===== src/rtl/inst_fetch_ctrl_pkg.sv =====
// Shared definitions for the instruction fetch controller: fetch FSM encoding
// and the default branch-history-table index width.
package inst_fetch_ctrl_pkg;

    localparam int BHT_IDX_BIT_DEF = 4;

    typedef enum logic [2:0] {
        FS_IDLE,
        FS_FETCH,
        FS_READY,
        FS_STALL,
        FS_DRAIN
    } fetch_state_e;

endpackage


===== src/rtl/inst_fetch_ctrl_if.sv =====
// Instruction-cache request/response bus between the fetch controller (master)
// and the icache (slave).
interface inst_fetch_ctrl_if;
    logic        icache_req;
    logic [31:0] icache_addr;
    logic        icache_valid;
    logic [31:0] icache_data;

    modport master (output icache_req, icache_addr, input icache_valid, icache_data);
    modport slave  (input icache_req, icache_addr, output icache_valid, icache_data);
endinterface


===== src/rtl/inst_fetch_ctrl_bht.sv =====
// Branch history table: 2^IDX_BIT 2-bit saturating counters, reset weakly
// not-taken. Read is combinational from registered state.
module bht
    import inst_fetch_ctrl_pkg::*;
#(
    parameter int IDX_BIT = BHT_IDX_BIT_DEF
) (
    input  logic               clk_in,
    input  logic               rst_n_in,
    input  logic [IDX_BIT-1:0] rd_idx,
    output logic               rd_taken,
    input  logic               upd_en,
    input  logic [IDX_BIT-1:0] upd_idx,
    input  logic               upd_taken
);
    localparam int ENTRIES = 1 << IDX_BIT;

    logic [ENTRIES-1:0][1:0] cnt_q, cnt_d;

    always_comb begin
        cnt_d = cnt_q;
        if (upd_en) begin
            if (upd_taken && cnt_q[upd_idx] != 2'b11)
                cnt_d[upd_idx] = cnt_q[upd_idx] + 2'd1;
            else if (!upd_taken && cnt_q[upd_idx] != 2'b00)
                cnt_d[upd_idx] = cnt_q[upd_idx] - 2'd1;
        end
    end

    always_ff @(posedge clk_in or negedge rst_n_in) begin
        if (!rst_n_in) cnt_q <= {ENTRIES{2'b01}};
        else           cnt_q <= cnt_d;
    end

    // An update this cycle is only visible on rd_taken next cycle.
    assign rd_taken = cnt_q[rd_idx][1];

endmodule


===== src/rtl/inst_fetch_ctrl.sv =====
// Instruction fetch controller: one outstanding icache request, holds the
// fetched word for the decoder, handles ROB flush/redirect.
// Optional branch prediction is enabled by defining BHT_PREDICT_EN.
module inst_fetch_ctrl
    import inst_fetch_ctrl_pkg::*;
#(
    parameter logic [31:0] RESET_PC    = 32'h0,
    parameter int          BHT_IDX_BIT = BHT_IDX_BIT_DEF
) (
    input  logic               clk_in,
    input  logic               rst_n_in,
    input  logic               rdy_in,
    inst_fetch_ctrl_if.master  ic,
    output logic               to_decoder,
    output logic [31:0]        pc,
    output logic [31:0]        inst,
    output logic               predict,
    input  logic               dec_accept,
    input  logic [31:0]        next_pc,
    input  logic               flush_in,
    input  logic [31:0]        flush_pc,
    input  logic               bht_upd_en,
    input  logic [31:0]        bht_upd_pc,
    input  logic               bht_upd_taken
);
    fetch_state_e state_q, state_d;
    logic [31:0]  fetch_pc_q, fetch_pc_d;
    logic [31:0]  pc_q, pc_d;
    logic [31:0]  inst_q, inst_d;
    logic         to_dec_q, to_dec_d;

    always_comb begin
        state_d    = state_q;
        fetch_pc_d = fetch_pc_q;
        pc_d       = pc_q;
        inst_d     = inst_q;
        if (rdy_in) begin
            case (state_q)
                FS_IDLE: begin
                    if (flush_in) fetch_pc_d = flush_pc;
                    else          state_d    = FS_FETCH;
                end
                FS_FETCH: begin
                    // A flush orphans the in-flight response; drain it unless it is arriving now.
                    if (flush_in) begin
                        fetch_pc_d = flush_pc;
                        state_d    = ic.icache_valid ? FS_IDLE : FS_DRAIN;
                    end else if (ic.icache_valid) begin
                        inst_d  = ic.icache_data;
                        pc_d    = fetch_pc_q;
                        state_d = FS_READY;
                    end
                end
                FS_READY: begin
                    if (flush_in) begin
                        fetch_pc_d = flush_pc;
                        state_d    = FS_IDLE;
                    end else if (dec_accept) begin
                        if (next_pc != pc_q) begin
                            fetch_pc_d = next_pc;
                            state_d    = FS_IDLE;
                        end else begin
                            state_d = FS_STALL;
                        end
                    end
                end
                FS_STALL: begin
                    if (flush_in) begin
                        fetch_pc_d = flush_pc;
                        state_d    = FS_IDLE;
                    end
                end
                FS_DRAIN: begin
                    if (flush_in)          fetch_pc_d = flush_pc;
                    if (ic.icache_valid)   state_d    = FS_IDLE;
                end
                default: state_d = FS_IDLE;
            endcase
        end
        to_dec_d = (state_d == FS_READY);
    end

    always_ff @(posedge clk_in or negedge rst_n_in) begin
        if (!rst_n_in) begin
            state_q    <= FS_IDLE;
            fetch_pc_q <= RESET_PC;
            pc_q       <= '0;
            inst_q     <= '0;
            to_dec_q   <= 1'b0;
        end else begin
            state_q    <= state_d;
            fetch_pc_q <= fetch_pc_d;
            pc_q       <= pc_d;
            inst_q     <= inst_d;
            to_dec_q   <= to_dec_d;
        end
    end

    // Request goes out in the IDLE cycle itself so the first fetch after reset is not delayed.
    assign ic.icache_req  = rst_n_in & rdy_in & ~flush_in & (state_q == FS_IDLE);
    assign ic.icache_addr = ic.icache_req ? fetch_pc_q : 32'h0;

    assign to_decoder = to_dec_q;
    assign pc         = pc_q;
    assign inst       = inst_q;

`ifdef BHT_PREDICT_EN
    logic bht_taken;

    bht #(.IDX_BIT(BHT_IDX_BIT)) u_bht (
        .clk_in    (clk_in),
        .rst_n_in  (rst_n_in),
        .rd_idx    (pc_q[BHT_IDX_BIT:1]),
        .rd_taken  (bht_taken),
        .upd_en    (bht_upd_en & rdy_in),
        .upd_idx   (bht_upd_pc[BHT_IDX_BIT:1]),
        .upd_taken (bht_upd_taken)
    );

    assign predict = bht_taken;
`else
    assign predict = 1'b0;
`endif

    logic unused_ok;
    assign unused_ok = ^{bht_upd_en, bht_upd_pc, bht_upd_taken, 4'(BHT_IDX_BIT)};

endmodule

===== src/flat_wrapper.sv =====
// flat-port wrapper written by rule: the top's interface ports become plain ports
module inst_fetch_ctrl_flat import inst_fetch_ctrl_pkg::*;
#(
    parameter logic [31:0] RESET_PC    = 32'h0,
    parameter int          BHT_IDX_BIT = BHT_IDX_BIT_DEF
)
  (clk_in, rst_n_in, rdy_in, to_decoder, pc, inst, predict, dec_accept, next_pc, flush_in, flush_pc, bht_upd_en, bht_upd_pc, bht_upd_taken, ic_icache_req, ic_icache_addr, ic_icache_valid, ic_icache_data);
  inst_fetch_ctrl_if ic_i ();
  input  logic clk_in;
  input  logic rst_n_in;
  input  logic rdy_in;
  output logic to_decoder;
  output logic [31:0] pc;
  output logic [31:0] inst;
  output logic predict;
  input  logic dec_accept;
  input  logic [31:0] next_pc;
  input  logic flush_in;
  input  logic [31:0] flush_pc;
  input  logic bht_upd_en;
  input  logic [31:0] bht_upd_pc;
  input  logic bht_upd_taken;
  output wire logic [$bits(ic_i.icache_req)-1:0] ic_icache_req;
  output wire logic [$bits(ic_i.icache_addr)-1:0] ic_icache_addr;
  input wire logic [$bits(ic_i.icache_valid)-1:0] ic_icache_valid;
  input wire logic [$bits(ic_i.icache_data)-1:0] ic_icache_data;
  assign ic_icache_req = ic_i.icache_req;
  assign ic_icache_addr = ic_i.icache_addr;
  assign ic_i.icache_valid = ic_icache_valid;
  assign ic_i.icache_data = ic_icache_data;
  inst_fetch_ctrl #(.RESET_PC(RESET_PC), .BHT_IDX_BIT(BHT_IDX_BIT)) u_core (.clk_in(clk_in), .rst_n_in(rst_n_in), .rdy_in(rdy_in), .ic(ic_i), .to_decoder(to_decoder), .pc(pc), .inst(inst), .predict(predict), .dec_accept(dec_accept), .next_pc(next_pc), .flush_in(flush_in), .flush_pc(flush_pc), .bht_upd_en(bht_upd_en), .bht_upd_pc(bht_upd_pc), .bht_upd_taken(bht_upd_taken));
endmodule

===== config.mk =====
export PLATFORM = sky130hd
export DESIGN_NAME = inst_fetch_ctrl_flat
export DESIGN_NICKNAME = d
export VERILOG_FILES = /design/src/rtl/inst_fetch_ctrl_pkg.sv /design/src/rtl/inst_fetch_ctrl_if.sv /design/src/rtl/inst_fetch_ctrl_bht.sv /design/src/rtl/inst_fetch_ctrl.sv /design/src/flat_wrapper.sv
export SDC_FILE = /design/constraint.sdc
export NUM_CORES = 1
export LEC_CHECK = 0
export ABC_AREA = 0
export ABC_CLOCK_PERIOD_IN_PS = 2200
export CORE_MARGIN = 8
export CORE_UTILIZATION = 60
export DETAILED_ROUTE_END_ITERATION = 8
export DONT_BUFFER_PORTS = 1
export PLACE_DENSITY = 0.87
export SYNTH_ARGS = -nofsm -noshare
export SYNTH_HDL_FRONTEND = slang
export SYNTH_HIERARCHICAL = 1
export SYNTH_SLANG_ARGS = --single-unit

===== constraint.sdc =====
create_clock -name clk_in -period 2.2 [get_ports clk_in]
set_input_delay 0.44 -clock clk_in [delete_from_list [all_inputs] [get_ports clk_in]]
set_output_delay 0.44 -clock clk_in [all_outputs]
set_load 0.05 [all_outputs]

# [After elaboration in Yosys (flattened, before gate mapping)]
# Cells that the tools add are included.
[word_totals] register_bits=100 in_bits=136 output_inout_bits=99 word_cells=40
[op_classes] n_eq_ne=9 muxes=17 n_bitwise=4 reduce_logical=5
[op_table] cell="32-bit two-way mux" count=5
[op_table] cell="32-bit case mux with 2 select lines" count=1
[op_table] cell="32-bit inequality test" count=1
[op_table] cell="3-bit two-way mux" count=9
[op_table] cell="3-bit case mux with 5 select lines" count=1
[op_table] cell="3-bit by 2-bit == test with 1-bit output, second input constant" count=3
[op_table] cell="5-bit AND reduction" count=1
[op_table] cell="4-bit AND reduction" count=1
[op_table] cell="4-bit OR reduction" count=1
[op_table] cell="1-bit AND" count=3
[op_table] cell="3-bit by 1-bit == test with 1-bit output, second input constant" count=1
[op_table] cell="3-bit == test, second input constant" count=1
[op_table] cell="3-bit logical NOT" count=1
[op_table] cell="3-bit by 2-bit inequality test with 1-bit output, second input constant" count=1
[op_table] cell="3-bit inequality test, second input constant" count=1
[op_table] cell="2-bit two-way mux" count=1
[op_table] cell="2-bit by 1-bit inequality test with 1-bit output, second input constant" count=1
[op_table] cell="2-bit nonzero test" count=1
[op_table] cell="1-bit inverter" count=1

# [Longest topological paths before layout]
# Gate-level depths: netlist (run 1).
[depth] depth_word=7 ltp_mapped=7 mapped_depth_nobuf=6

# [Least setup slack after synthesis (run 1)]
# Ideal clock, no wire load.
[synth_timing] path_type="input to output" from="in flush_in" to="out ic_icache_addr[22]" t_arrival_ns=2.324 slack_ns=-0.564 path_stages=5 path_buffers=1 path_cell_list="nor2_1 -> nand2_1 -> nor4b_1 -> clkbuf_1 -> and2_1"
[synth_via] elab_chain_len=4
[synth_lines] item="start: declaration" line_no="flat_wrapper.sv:18" rtl="input logic flush_in;"
[synth_lines] item="1-bit inverter" line_no="inst_fetch_ctrl.sv:100" rtl="assign ic.icache_req = rst_n_in & rdy_in & ~flush_in & (state_q == FS_IDLE);"
[synth_lines] item="1-bit AND (2 in a row)" line_no="inst_fetch_ctrl.sv:100"
[synth_lines] item="net ic_icache_req" line_no="flat_wrapper.sv:23" rtl="output wire logic [$bits(ic_i.icache_req)-1:0] ic_icache_req;"
[synth_lines] item="32-bit two-way mux" line_no="inst_fetch_ctrl.sv:101" rtl="assign ic.icache_addr = ic.icache_req ? fetch_pc_q : 32'h0;"
[synth_lines] item="end: declaration" line_no="flat_wrapper.sv:24" rtl="output wire logic [$bits(ic_i.icache_addr)-1:0] ic_icache_addr;"
# The timed path passes the listed nets, and every way through them passes these cells.

# [Final worst setup path (run 1)]
[layout_timing] from="reg u_core.state_q[2]" to="out ic_icache_addr[15]"
[layout_via] elab_chain_len=3
[layout_lines] item="start: declaration" line_no="inst_fetch_ctrl.sv:26" rtl="fetch_state_e state_q, state_d;"
[layout_lines] item="start signal: assignment" line_no="inst_fetch_ctrl.sv:91" rtl="state_q <= state_d;"
[layout_lines] item="3-bit logical NOT" line_no="inst_fetch_ctrl.sv:100"
[layout_lines] item="1-bit AND" line_no="inst_fetch_ctrl.sv:100"
[layout_lines] item="32-bit two-way mux" line_no="inst_fetch_ctrl.sv:101"
# No other way between the ends.

==> results of run 1 <==
registers in the layout (all words and copies together) (netlist names):
register / cells
u_core/fetch_pc_q: 32
u_core/inst: 32
u_core/pc: 32
u_core/state_q: 3
u_core/to_decoder: 1
worst paths after layout:
path,to
min in group clk_in,u_core/state_q[1]$_DFF_PN0_
max in group asynchronous,u_core/pc[23]$_DFFE_PN0P_
min,u_core/inst[6]$_DFFE_PN0P_
min reg2reg,u_core/fetch_pc_q[6]$_DFFE_PN0P_
max reg2reg,u_core/fetch_pc_q[26]$_DFFE_PN0P_
max,ic_icache_addr[15]
placed cells by master, fill, tap and decap left out, drive strengths merged, types with 2 or more instances in the layout:
| cell type | count |
|---|---|
| xnor2 | 32 |
| clkbuf | 12 |
| nand4 | 8 |
| mux2 | 128 |
| clkinvlp | 2 |
| clkinv | 2 |
| a21oi | 2 |
| o21ai | 2 |
| buf | 78 |
| inv | 3 |
| dfrtp | 100 |
| nand2 | 4 |
| nor4 | 2 |
| nor2 | 3 |
| and2 | 32 |
cell families after synthesis:
kind of cell / count (synthesis) / synth area share
and+or+nand+nor: 55 / 0.0722
AOI/OAI and AO/OA: 10 / 0.0168
buffers and inverters: 18 / 0.0215
muxes: 129 / 0.305
DFF: 100 / 0.525
xor gates and xnor gates: 32 / 0.0588
other: 1 / 0.000787
layout make-up:
type / instances / share of cell area
clock buffers: 10 / 0.0199
clock inverters: 6 / 0.00722
inverters: 1 / 0.000586
multi-input cells: 227 / 0.394
flip-flops and latches: 100 / 0.395
well taps: 102 / 0.0199
repair buffers: 80 / 0.163
routing by layer:
metal  track usage  vias up  share of wire
li1              -     1356              -
met1         0.264     1580           0.38
met3        0.0940        9          0.084
met2         0.412      116           0.53
met4        0.0469        0         0.0094
met5             0        -              0
stage by stage:
step                worst slack (ps)  cell area (sq um)  power [mW]
finish                          -122               6410        8.83
floorplan                       40.1               4820        6.35
global placement                -120               5690        7.27
detailed placement              -123               5690        7.43
global route                    -196               6410        9.16
CTS                            -88.7               6210        8.70
power groups by stage:
stage | sequential [mW] | clock (mW) | combinational, mW
final | 4.25 | 1.06 | 3.52
after global routing | 4.34 | 1.15 | 3.67
after CTS | 4.22 | 1.08 | 3.40
after detailed placement | 4.23 | 0 | 3.20
after global placement | 4.16 | 0 | 3.11
after floorplan | 5.15 | 0 | 1.21
repair_timing:
action,4_1_cts,5_1_grt
gates cloned,3,2
pin swaps,11,9
hold endpoints to repair,100,100
setup endpoints to repair,65,66
gates resized for setup,78,24
buffers inserted,5,2
worst reg2reg max path: stages, from the launching register on:
cell and delay, ps:
dfrtp_1 420, xnor2_2 160, nand4_1 210, nor4_4 390
a211oi_4 110, o211ai_4 210, buf_6 170, buf_12 150
mux2_4 310
==> results.txt, run 1 <==
----------------------------------------------------
[Outcome]
  Run status ... finished, violations left
  Violations in the final reports ... hold timing, setup timing

[Setup path]
  Biggest cell delay along the critical path ... 410 ps
  Type of element capturing the critical path ... output pin
  Worst setup SP type ... flop
  WP buf/inv ... 3
  Critical Path AT ... 1880 ps
  Reg2reg setup slack ... -50 ps
  Kind of cell adding the most delay to the critical path ... simple AND/OR/NAND/NOR gates
  Total stage count of the critical path ... 7
  Depth of the worst register-to-register path ... 8
  Source of the critical timing path ... u_core/state_q[2]$_DFF_PN0_
  Cell with the most instances on the worst path ... buf_12
  Cells along the critical path ... nor2_2, nand2_2, nor4b_4, buf_6, buf_12, and2_4, buf_12
  Cell type of the slowest stage on the worst timing path ... dfrtp_1
  Biggest fanout along the worst timing path ... 12
  Endpoint required time on the critical path ... 1760 ps
  Setup CP Type ... flop to output pin
  Crit Reg-Reg Startpoint ... u_core/pc[24]$_DFFE_PN0P_

[Yosys]
  Synth top area share ... 0.525
  Register area share after synthesis ... 0.525
  Post-Syn Instances ... 345
  Top post-synthesis cells by count ... mux2_2 (117), dfrtp_1 (100), and2_1 (32), xnor2_1 (32), mux2_1 (11)
  Number of nets produced by synthesis ... 481
  Netlist area before placement ... 4760 sq um
  Dominant cell by count in the synthesized netlist ... mux2_2
  Number of enable flip-flop cells after synthesis ... 0
  Mean area per synthesized cell ... 13.8 sq um
  Async set-or-reset flop fraction in the synthesized netlist ... 1.00
  Top flip-flop cell by instance count after synthesis ... dfrtp_1
  Cell type contributing the most total cell area after synthesis ... dfrtp_1
  Unique cell type count in the Yosys netlist ... 30
  Seq cells post-synth ... 100
  Total number of yosys warnings ... 6
  Most area-consuming cells after synthesis ... dfrtp_1 (53%), mux2_2 (28%), xnor2_1 (5.9%)

[Timing]
  Post-route minimum period ... 2320 ps
  Final setup violation count ... 64
  Final sum of negative setup slack ... -3710 ps
  Final worst setup slack ... -122 ps
  Share of the clock period used by the worst path after layout ... 1.06
  Setup repair after global routing missed its margin ... yes
  Highest attainable clock frequency ... 431 MHz
  Final number of hold-violating endpoints ... 100
  Final Max Slew Viols ... 0
  Worst hold slack after final layout ... -224 ps
  Final Skew ... between 10 and 15 ps

[Floorplanning]
  Ports ... 235
  Die outline width ... 105 microns
  Starting Density ... 0.617
  Row count ... 32
  Area of the die ... 11000 sq um
  DIE HEIGHT ... 105 microns
  Placeable core region ... 7730 sq um

[Power]
  Power density over the cells ... 1380 nW/um^2
  Clock group share of total power ... 0.120
  Fraction of power consumed by combinational cells ... 0.399
  Switching power ... roughly 4.3 mW
  Relative contribution of sequential cells to total power ... 0.481
  Internal power contribution ... 4.55 mW
  Net switching fraction of the power ... 0.485
  Pleak ... 2.79 nW
  Peak supply drop ... 0.852 mV

[Finish]
  Diode insertion count for antenna repair ... 0
  Fraction of final layout cells sized beyond drive strength 1 ... 0.710
  Count of nets after finishing ... between 500 and 600
  Utilization of the core after routing ... 0.830
  Total area of sequential cells ... roughly 2500 sq um
  Filler cell count ... 387
  Area growth from synthesis to layout ... 34.5%
  Combined area of the multi-input logic cells ... 2520 sq um
  Number of standard cells in the final layout excluding fillers ... 526

[Clock tree]
  Buffer levels on the longest clock path ... 2
  Clock slew at the register clock pins of the worst setup and hold paths ... 100 ps
  Number of CTS-inserted buffers ... 9
  # H-tree levels ... 3
  Root Buffer ... clkbuf_8
  Clock tree sinks ... 100
  Skew-Pair Late Insertion Delay ... 350 ps
  CTS tree ... yes

[Hold path]
  Worst min-delay path class ... primary input to asynchronous set/reset pin

[Drt]
  Iter 0 DRT Violations ... ~170
  DRC ... 0
  Number of nets still failing antenna checks after routing ... 0
  DR vias/cell ... 5.82
  Detailed-route wire length per cell ... between 20 and 30 microns
  Number of search-and-repair iterations in the first detailed-routing pass ... 4
  Detailed Route WL ... 13.9 mm
  Detailed-route via count ... 3061

[Global route]
  Antenna violations before repair ... 0
  Via count of the first global-routing pass ... between 3000 and 4000
  First-pass GRT wire length ... 20.4 mm
  Final global-route overflow total ... 0
  Maximum number of pins on one net before global-route repair ... 102
  Global routing usage summed across all routing layers ... 0.235

[Placement]
  Final HPWL DP ... about 9.5 mm
  Placed insts ... approximately 500
  Port Buf Inserts ... 0
  Final weighted congestion in routability-driven placement ... between 0.7 and 0.8

[Flow run]
  Number of violations of the max-capacitance limit ... 0

----------------------------------------------------
Note: power is estimated with default switching activity, not from simulation.
==> run 2: changes to the inputs <==
--- a/config.mk
+++ b/config.mk
@@ -12,6 +12,7 @@
 export DETAILED_ROUTE_END_ITERATION = 8
 export DONT_BUFFER_PORTS = 1
 export PLACE_DENSITY = 0.87
+export SLEW_MARGIN = 20
 export SYNTH_ARGS = -nofsm -noshare
 export SYNTH_HDL_FRONTEND = slang
 export SYNTH_HIERARCHICAL = 1
==> results of run 2 <==
Same layout as run 1: the final DEF is identical, and so are final timing and power.
==> run 3: changes to the inputs <==
--- a/config.mk
+++ b/config.mk
@@ -6,12 +6,12 @@
 export NUM_CORES = 1
 export LEC_CHECK = 0
 export ABC_AREA = 0
-export ABC_CLOCK_PERIOD_IN_PS = 2200
+export ABC_CLOCK_PERIOD_IN_PS = 2100
 export CORE_MARGIN = 8
-export CORE_UTILIZATION = 60
+export CORE_UTILIZATION = 57
 export DETAILED_ROUTE_END_ITERATION = 8
 export DONT_BUFFER_PORTS = 1
-export PLACE_DENSITY = 0.87
+export PLACE_DENSITY = 0.86
 export SLEW_MARGIN = 20
 export SYNTH_ARGS = -nofsm -noshare
 export SYNTH_HDL_FRONTEND = slang
==> constraint.sdc (replaced) <==
create_clock -name clk_in -period 2.1 [get_ports clk_in]
set_input_delay 0.42 -clock clk_in [delete_from_list [all_inputs] [get_ports clk_in]]
set_output_delay 0.42 -clock clk_in [all_outputs]
set_load 0.05 [all_outputs]
==> run 3 against run 2 <==
The flow still finishes with violations (hold timing, setup timing). Largest power group unchanged. Power up 3.4%. Register-to-register slack worse by 120 ps. Critical path depth is 1 higher. Core utilization is 8.4 points lower. Sequential cell count did not move. Non-clock buffer count is 16 lower. Critical path type is now flop to flop. Count of clock-buffer cells in the layout is the same. Final area down 4.9%. Cell count fell by 2.5%.
==> results.txt, run 3 (same netlist as run 1, synthesis figures left out) <==
----------------------------------------------------
[Hold path]
  Worst min-delay path class ... primary input to asynchronous set/reset pin

[Floorplanning]
  Area of the die ... 11500 sq um (+4.5%)
  Row count ... 33 (+3.1%)
  Die outline width ... 107 microns (+2.2%)
  Ports ... 235 (unchanged)
  Starting Density ... 0.583 (-0.0338)
  Placeable core region ... 8180 sq um (+5.8%)
  DIE HEIGHT ... 107 microns (+2.2%)

[Clock tree]
  Clock tree sinks ... 100 (unchanged)
  Root Buffer ... clkbuf_8
  Clock slew at the register clock pins of the worst setup and hold paths ... 100 ps (about the same)
  Number of CTS-inserted buffers ... 9 (unchanged)
  # H-tree levels ... 3 (unchanged)
  Skew-Pair Late Insertion Delay ... 350 ps (about the same)
  Buffer levels on the longest clock path ... 2 (unchanged)
  CTS tree ... yes

[Drt]
  Detailed Route WL ... 13.8 mm (-0.78%)
  Iter 0 DRT Violations ... 95 (-42%)
  DRC ... 0 (unchanged)
  Number of nets still failing antenna checks after routing ... 0 (unchanged)
  Detailed-route via count ... 3045 (-0.52%)
  Number of search-and-repair iterations in the first detailed-routing pass ... 4 (unchanged)
  Detailed-route wire length per cell ... 26.9 microns (+1.7%)
  DR vias/cell ... 5.94 (+2.0%)

[Setup path]
  Setup CP Type ... flop to flop
  WP buf/inv ... 2 (-1)
  Crit Reg-Reg Startpoint ... u_core/pc[8]$_DFFE_PN0P_
  Endpoint required time on the critical path ... 2320 ps (+560 ps)
  Type of element capturing the critical path ... flop
  Kind of cell adding the most delay to the critical path ... simple AND/OR/NAND/NOR gates
  Cells along the critical path ... xnor2_2, nand4_1, nor4_4, a211oi_2, o211ai_4, buf_12, buf_12, mux2_4
  Biggest cell delay along the critical path ... 440 ps (+30 ps)
  Reg2reg setup slack ... -170 ps (-120 ps)
  Source of the critical timing path ... u_core/pc[8]$_DFFE_PN0P_
  Biggest fanout along the worst timing path ... 8 (-4)
  Cell type of the slowest stage on the worst timing path ... dfrtp_2
  Critical Path AT ... 2490 ps (+610 ps)
  Cell with the most instances on the worst path ... buf_12
  Worst setup SP type ... flop

[Finish]
  Diode insertion count for antenna repair ... 0 (unchanged)
  Most frequent standard cell in the layout excluding fill and tap cells ... mux2_2
  Count of nets after finishing ... 539 (-2.9%)
  Filler cell count ... 522 (+35%)
  Area growth from synthesis to layout ... 27.9%
  Total area of sequential cells ... 2540 sq um (+0.25%)
  Most frequent cells in the layout ... mux2_2 (96), dfrtp_1 (71), buf_4 (40)
  Fraction of final layout cells sized beyond drive strength 1 ... 0.706 (-0.00402)
  Combined area of the multi-input logic cells ... 2500 sq um (-1.1%)

[Timing]
  Worst hold slack after final layout ... -249 ps (-24.4 ps)
  Final number of hold-violating endpoints ... 100 (unchanged)
  Final setup violation count ... 64 (unchanged)
  Post-route minimum period ... 2270 ps
  Worst max-slew margin expressed relative to the limit ... 0.650
  Setup repair after global routing missed its margin ... yes
  Worst-Margin Slew ... around 530 ps
  Final worst setup slack ... -172 ps (-49.4 ps)
  Final sum of negative setup slack ... -7890 ps (-4180 ps)
  Final Skew ... 14.9 ps (+0.768 ps)
  Highest attainable clock frequency ... 440 MHz
  Final Max Slew Viols ... 0 (unchanged)
  Share of the clock period used by the worst path after layout ... 1.08

[Placement]
  Final HPWL DP ... 9.30 mm (-2.6%)
  Port Buf Inserts ... 0 (unchanged)
  Final weighted congestion in routability-driven placement ... 0.891 (+12%)
  Dpl ws ... -217 ps (-94.1 ps)

[Global route]
  Antenna violations before repair ... 0 (unchanged)
  Maximum number of pins on one net before global-route repair ... 102 (unchanged)
  Via count of the first global-routing pass ... 3469 (-0.94%)
  Global routing usage summed across all routing layers ... 0.233 (-0.00185)
  First-pass GRT wire length ... 20.5 mm (+0.34%)
  Final global-route overflow total ... 0 (unchanged)

[Outcome]
  Violations in the final reports ... hold timing, setup timing
  Run status ... finished, violations left

[Flow run]
  Number of violations of the max-capacitance limit ... 0 (unchanged)

[Power]
  Peak supply drop ... 1.04 mV (+22%)
  Power density over the cells ... 1500 nW/um^2 (+8.8%)
  Pleak ... 2.65 nW (-5.1%)

----------------------------------------------------
==> run 3: layout make-up <==
cell class | count | area share
timing repair buffer | 64 | 0.123
clock inverter | 6 | 0.00780
sequential | 100 | 0.417
clock buffer | 10 | 0.0209
multi-input combinational | 227 | 0.410
inverter | 1 | 0.000616
tap | 105 | 0.0216
==> run 3: metal layers <==
metal | global-route usage | part of all wire
met1 | 0.245 | 0.35
met4 | 0.0961 | 0.021
met2 | 0.402 | 0.52
met3 | 0.0988 | 0.12
met5 | 0 | 0
==> run 3: power by group <==
group	switching [mW]	internal (mW)
Clock	0.664	0.442
Sequential	1.73	2.71
Combinational	2.04	1.54
==> run 3: worst paths after layout <==
check                                               endpoint  depth (start not counted)
max                        u_core/fetch_pc_q[30]$_DFFE_PN0P_                          8
min                                 u_core/pc[8]$_DFFE_PN0P_                          0
max reg2reg                u_core/fetch_pc_q[30]$_DFFE_PN0P_                          8
min reg2reg                        u_core/pc[30]$_DFFE_PN0P_                          1
max in group asynchronous          u_core/pc[31]$_DFFE_PN0P_                          0
min in group clk_in              u_core/state_q[1]$_DFF_PN0_                          1
==> run 3: timing repair <==
| action | CTS | global route |
|---|---|---|
| buffers inserted | 7 | 3 |
| endpoints found under the setup margin | 65 | 66 |
| hold endpoints to repair | 100 | 100 |
| resized for setup | 84 | 19 |
| pin swaps | 25 | 8 |
| cloned | 5 | 0 |
==> run 3: worst register-to-register path: cells and delay by family (launching register included) <==
family	cells	cell delay, ps
flip-flops	1	440
buffers and inverters	2	310
XOR/XNOR	1	190
AO/OA/AOI/OAI	2	380
multiplexers	1	310
AND/OR/NAND/NOR	2	520
==> run 3: through the flow <==
stage,hold slack (ps),power [mW],util,cell area [sq um],std cells
finish,-249,9.13,0.745,6090,513
global route,-267,9.49,0.745,6090,513
CTS,-263,9.07,0.736,6010,512
detailed placement,128,7.74,0.665,5440,485
global placement,129,7.62,0.665,5440,485
floorplan,124,6.67,-,4850,345
